==> src/rtl/fw_ram_pkg.sv <==
// Shared definitions for the firmware RAM bus front end: FSM encoding,
// RAM geometry and the data returned on denied or failed accesses.
package fw_ram_pkg;

  localparam int unsigned FW_RAM_WORDS  = 512;
  localparam int unsigned FW_RAM_AWIDTH = 9;

  // Read data returned on denied and timed-out accesses.
  localparam logic [31:0] DENY_RDATA = 32'h0;

  typedef enum logic [2:0] {
    StIdle   = 3'd0,
    StAccess = 3'd1,
    StWait   = 3'd2,
    StTerr   = 3'd3,
    StResp   = 3'd4,
    StDeny   = 3'd5
  } fw_state_e;

  // 8-bit increment that sticks at 255.
  function automatic logic [7:0] sat_inc8(input logic [7:0] value);
    return (value == 8'hFF) ? value : value + 8'd1;
  endfunction

endpackage

==> src/rtl/fw_ram_violation_log.sv <==
// Sticky access-violation flag plus saturating 8-bit denial counter.
// A denial arriving in the same cycle as a clear wins and restarts the count at 1.
module fw_ram_violation_log
  import fw_ram_pkg::*;
(
  input  logic       clk,
  input  logic       reset,
  input  logic       deny,
  input  logic       clear,
  output logic       violation,
  output logic [7:0] violation_count
);

  logic       flag_d, flag_q;
  logic [7:0] count_d, count_q;

  // Next-state: deny has priority over clear.
  always_comb begin
    flag_d  = flag_q;
    count_d = count_q;
    if (deny) begin
      flag_d  = 1'b1;
      count_d = clear ? 8'd1 : sat_inc8(count_q);
    end else if (clear) begin
      flag_d  = 1'b0;
      count_d = 8'd0;
    end
  end

  // Flag and counter registers.
  always_ff @(posedge clk or posedge reset) begin
    if (reset) begin
      flag_q  <= 1'b0;
      count_q <= 8'd0;
    end else begin
      flag_q  <= flag_d;
      count_q <= count_d;
    end
  end

  assign violation       = flag_q;
  assign violation_count = count_q;

endmodule

==> src/rtl/fw_ram_access_ctrl.sv <==
// CPU-bus front end of the 512 x 32 firmware RAM. Decodes the RAM window,
// turns each allowed access into a one-cycle RAM strobe, waits (bounded) for
// the RAM's registered ready, and answers app-mode accesses locally.
module fw_ram_access_ctrl
  import fw_ram_pkg::*;
#(
  parameter logic [31:0] BASE_ADDR      = 32'h0001_0000,
  parameter int unsigned TIMEOUT_CYCLES = 8
) (
  input  logic                     clk,
  input  logic                     reset,
  input  logic                     system_mode,
  input  logic                     mem_valid,
  input  logic [31:0]              mem_addr,
  input  logic [3:0]               mem_wstrb,
  input  logic [31:0]              mem_wdata,
  output logic                     mem_ready,
  output logic [31:0]              mem_rdata,
  output logic                     ram_cs,
  output logic [3:0]               ram_we,
  output logic [FW_RAM_AWIDTH-1:0] ram_address,
  output logic [31:0]              ram_write_data,
  input  logic [31:0]              ram_read_data,
  input  logic                     ram_ready,
  input  logic                     violation_clear,
  output logic                     violation,
  output logic [7:0]               violation_count,
  output logic                     timeout_error
);

  // Last WAIT count before giving up on ram_ready.
  localparam logic [7:0] TimeoutLast = 8'(TIMEOUT_CYCLES - 1);

  fw_state_e state_d, state_q;

  logic [FW_RAM_AWIDTH-1:0] addr_d, addr_q;
  logic [3:0]               wstrb_d, wstrb_q;
  logic [31:0]              wdata_d, wdata_q;
  logic [31:0]              rdata_d, rdata_q;
  logic [7:0]               tcnt_d, tcnt_q;
  logic                     terr_d, terr_q;

  logic hit;
  logic accept;

  // Byte offset within the word is irrelevant to a word-wide RAM.
  logic unused_addr_bits;
  assign unused_addr_bits = ^mem_addr[1:0];

  assign hit    = (mem_addr[31:11] == BASE_ADDR[31:11]);
  assign accept = (state_q == StIdle) && mem_valid && hit && !system_mode;

  // FSM state register.
  always_ff @(posedge clk or posedge reset) begin
    if (reset) begin
      state_q <= StIdle;
    end else begin
      state_q <= state_d;
    end
  end

  // FSM next-state; system_mode only matters at acceptance in IDLE.
  always_comb begin
    state_d = state_q;
    case (state_q)
      StIdle: begin
        if (mem_valid && hit) begin
          state_d = system_mode ? StDeny : StAccess;
        end
      end
      StAccess: state_d = StWait;
      StWait: begin
        if (ram_ready) begin
          state_d = StResp;
        end else if (tcnt_q == TimeoutLast) begin
          state_d = StTerr;
        end
      end
      StTerr, StResp, StDeny: state_d = StIdle;
      default: state_d = StIdle;
    endcase
  end

  // Datapath next-state: request latch, timeout counter, read capture, timeout flag.
  always_comb begin
    addr_d  = addr_q;
    wstrb_d = wstrb_q;
    wdata_d = wdata_q;
    rdata_d = rdata_q;
    tcnt_d  = tcnt_q;
    terr_d  = terr_q;

    if (accept) begin
      addr_d  = mem_addr[FW_RAM_AWIDTH+1:2];
      wstrb_d = mem_wstrb;
      wdata_d = mem_wdata;
    end

    if (state_q == StAccess) begin
      tcnt_d = 8'd0;
    end else if (state_q == StWait && !ram_ready) begin
      tcnt_d = tcnt_q + 8'd1;
    end

    // Captured on writes too; the response path masks it out.
    if (state_q == StWait && ram_ready) begin
      rdata_d = ram_read_data;
    end

    if (state_q == StTerr) begin
      terr_d = 1'b1;
    end else if (violation_clear) begin
      terr_d = 1'b0;
    end
  end

  // Datapath registers.
  always_ff @(posedge clk or posedge reset) begin
    if (reset) begin
      addr_q  <= '0;
      wstrb_q <= 4'h0;
      wdata_q <= 32'h0;
      rdata_q <= 32'h0;
      tcnt_q  <= 8'd0;
      terr_q  <= 1'b0;
    end else begin
      addr_q  <= addr_d;
      wstrb_q <= wstrb_d;
      wdata_q <= wdata_d;
      rdata_q <= rdata_d;
      tcnt_q  <= tcnt_d;
      terr_q  <= terr_d;
    end
  end

  // FSM outputs decoded from the current state only.
  always_comb begin
    ram_cs         = 1'b0;
    ram_we         = 4'h0;
    ram_address    = addr_q;
    ram_write_data = wdata_q;
    mem_ready      = 1'b0;
    mem_rdata      = DENY_RDATA;
    case (state_q)
      StAccess: begin
        ram_cs = 1'b1;
        ram_we = wstrb_q;
      end
      StResp: begin
        mem_ready = 1'b1;
        mem_rdata = (wstrb_q == 4'h0) ? rdata_q : 32'h0;
      end
      StDeny, StTerr: begin
        mem_ready = 1'b1;
      end
      default: ;
    endcase
  end

  assign timeout_error = terr_q;

  fw_ram_violation_log u_violation_log (
    .clk             (clk),
    .reset           (reset),
    .deny            (state_q == StDeny),
    .clear           (violation_clear),
    .violation       (violation),
    .violation_count (violation_count)
  );

endmodule

==> config.mk <==
export PLATFORM = sky130hd
export DESIGN_NAME = fw_ram_access_ctrl
export DESIGN_NICKNAME = d
export VERILOG_FILES = /design/src/rtl/fw_ram_pkg.sv /design/src/rtl/fw_ram_violation_log.sv /design/src/rtl/fw_ram_access_ctrl.sv
export SDC_FILE = /design/constraint.sdc
export NUM_CORES = 1
export LEC_CHECK = 0
export CAP_MARGIN = 15
export CORE_ASPECT_RATIO = 0.9
export CORE_MARGIN = 2
export CORE_UTILIZATION = 51
export DETAILED_ROUTE_END_ITERATION = 10
export DONT_BUFFER_PORTS = 1
export HOLD_SLACK_MARGIN = 0.06
export MAX_ROUTING_LAYER = met4
export PLACE_DENSITY = 0.65
export SKIP_LAST_GASP = 1
export SYNTH_ARGS = -nofsm -noshare
export SYNTH_HDL_FRONTEND = slang
export SYNTH_SLANG_ARGS = --single-unit
==> constraint.sdc <==
create_clock -name clk -period 6.1 [get_ports clk]
set_input_delay 1.22 -clock clk [delete_from_list [all_inputs] [get_ports clk]]
set_output_delay 1.22 -clock clk [all_outputs]
set_load 0.03 [all_outputs]
==> flow_summary.ini <==
[die]
num_rows = 32
die_area_um2 = 9570
initial_core_utilization = 0.524
die_x_um = 103
core-area_um2 = 8570
die_height_um = 93.0
ios = 195

[clock_network]
cts_buffer_depth = 2
cts.repair.resized = 0
cts_tree = done
cts.reportedPaths.clkPinSlew_ns = 0.09
postCtsSetupBuffers = 0
cts_max_level = 3
numClockSinks = 98
hold_buffers = 0
clock-root-buffer = clkbuf_8
worstSkewPairLatency_ns = 0.35
cts_made_buffers = 9

[placement]
hpwlAfterDp_um = 5940
place_congestion = 0.834
numPlacedInstances = 431
port-buffer-count = 0

[logic_synthesis]
synth_edf_count = 0
synth_top_area_frac = 0.546
synth_cells = 323
synth_nets = 431
post_synth_num_cell_types = 40
synth_seq_area_share = 0.546
synthesis.area_um2 = 4490
synth_async_sr_flop_share = 1.00
synth_area_leader_cell = dfrtp_1
synth-warning-count = 0
synth-seq-cells = 98
avgSynthCellArea_um2 = 13.9
synth_ff_type = dfrtp_1
synthTopCellsByArea = dfrtp_1, mux2_4, mux2_2

[detailed_routing]
route.final.wire_length_um = 8270
viasPerCell = 5.59
routedWlPerCell_um = 18.5
detailed_routing_iteration_count_for_the_pre_antenna_repair_pass = 4
detail_route.drc_violations = 0
route.antenna.remaining_nets = 0
total_number_of_vias = 2499
initialDrtViolationCount = 55

[layout]
final_core_utilization = 0.555
mostFrequentLayoutCell = dfrtp_1
final-instance-count-excl-fill = 447
area_growth_syn_to_layout_pct = 6.02
layout.nets = 431
num_antenna_cells = 0
most-common-layout-cells = dfrtp_1, mux2_4, and2_1, mux2_2, nor2_1
layout-drive-gt1-share = 0.317

[worst_setup_path]
worst-endpoint-arrival_ns = 2.25
worst_r2r_path_cells = 4
crit_type = reg -> out
setup.worst_path.end_class = output port
critPathRequiredTime_ns = 4.88
crit_path_max_fanout = 32
crit_path_start_kind = flop

[power]
cellPowerDensity_nw_per_um2 = 237
leakagePower_nw = 2.30
ir_worst_vdd_mv = 0.138

[worst_hold_path]
hp-class = reg -> reg
timing.hold.worst_path_depth = 1

[sta]
finalMaxSlewViolations = 0
setup_violations = 0
final-hold-violation-count = 0
rsz0062_at_grt = false
fin_skew_ns = 0.00980
worst-slew-pin-transition_ns = 0.801
timing.setup.tns_ns = 0
timing.max_slew.rel_slack = 0.466
final_period_util = 0.569
max_freq_mhz = 288
min_period_ns = 3.47

[global_routing]
number_of_antenna_violations_at_the_first_check_in_global_routing = 0
grt_remaining_overflow = 0
grt_pass1_vias = 2457
gr-usage-all-layers = 0.176
grt_first_pass_wirelength_um = 12600
maximum_number_of_pins_on_one_net_before_global_route_repair = 51

[job]
cap_viol_max_count = 0

[run_status]
result_of_the_run = complete, no violations
==> cell type report <==
type	count	area, µm²
Multi-Input combinational cell	206	1880
Sequential cell	98	2450
Clock inverter	5	86.3
Clock buffer	11	141
Inverter	4	17.5
Fill cell	729	3810
Tap cell	119	149
Timing Repair Buffer	4	30.0
==> per-stage QoR <==
step	worst slack, ns	power, mW	area [µm²]	hold slack [ns]
CTS	2.58	1.15	4760	0.508
finish	2.63	1.13	4760	0.502
floorplan	2.32	0.674	4490	0.472
global route	2.50	1.18	4760	0.518
global placement	2.97	0.678	4530	0.480
detailed placement	2.99	0.678	4530	0.487
==> power by group <==
group          total, mW  switching (mW)  internal, mW
registers          0.649      0.00000717         0.649
clock network      0.466           0.221         0.245
logic             0.0147          0.0122       0.00251
==> kinds of logic after synthesis <==
logic type | share of synthesized area
and+or+nand+nor | 0.144
adders and majority gates | 0.00557
xor gates and xnor gates | 0.0176
buffers and inverters | 0.0368
DFF | 0.546
muxes | 0.238
AOI/OAI and AO/OA | 0.0125
==> worst max-delay path: stages (launching register included) <==
cell	delay [ns]
dfrtp_1	0.52
or4_1	0.58
nor3_2	0.12
buf_4	0.29
and2_1	0.39
==> cells in the mapped netlist, types with 2 or more instances <==
library cell / count
nor3_2: 2
dfrtp_1: 98
nand4_1: 4
nand3b_1: 2
nor4_1: 4
buf_2: 4
and3_1: 4
nand2_1: 7
mux2_2: 37
a21oi_1: 2
clkbuf_2: 3
clkbuf_1: 2
buf_12: 5
nor2_1: 15
nor3_1: 6
o21ai_0: 3
mux2_4: 40
xnor2_1: 2
nor3b_1: 2
and4_1: 3
xor2_1: 7
nand2b_1: 2
a211oi_1: 2
ha_1: 2
inv_1: 4
mux2i_1: 5
and2_1: 37
nand3_1: 7
==> metal layers <==
| metal | global-route usage | part of all wire |
|---|---|---|
| met5 | - | 0 |
| met1 | 0.223 | 0.42 |
| met2 | 0.255 | 0.46 |
| met4 | 0.0779 | 0.018 |
| met3 | 0.0650 | 0.098 |
==> final timing paths <==
path | startpoint | endpoint | slack, ns
setup / recovery | state_q[0] | mem_rdata[6] | 2.63
min in group asynchronous | reset | ram_write_data[21] | 0.80
max in group asynchronous | reset | rdata_q[15] | 4.26
hold / removal | rdata_q[15] | rdata_q[15] | 0.50
hold reg to reg | rdata_q[15] | rdata_q[15] | 0.50
setup reg to reg | state_q[1] | ram_address[2] | 3.78
==> sequential cells by signal, summed over array words and instances (netlist names) <==
name	flops
wstrb_q	4
state_q	3
u_violation_log.violation_count	8
timeout_error	1
ram_address	9
u_violation_log.violation	1
tcnt_q	8
rdata_q	32
ram_write_data	32
Power figures use the tool's default switching activity.
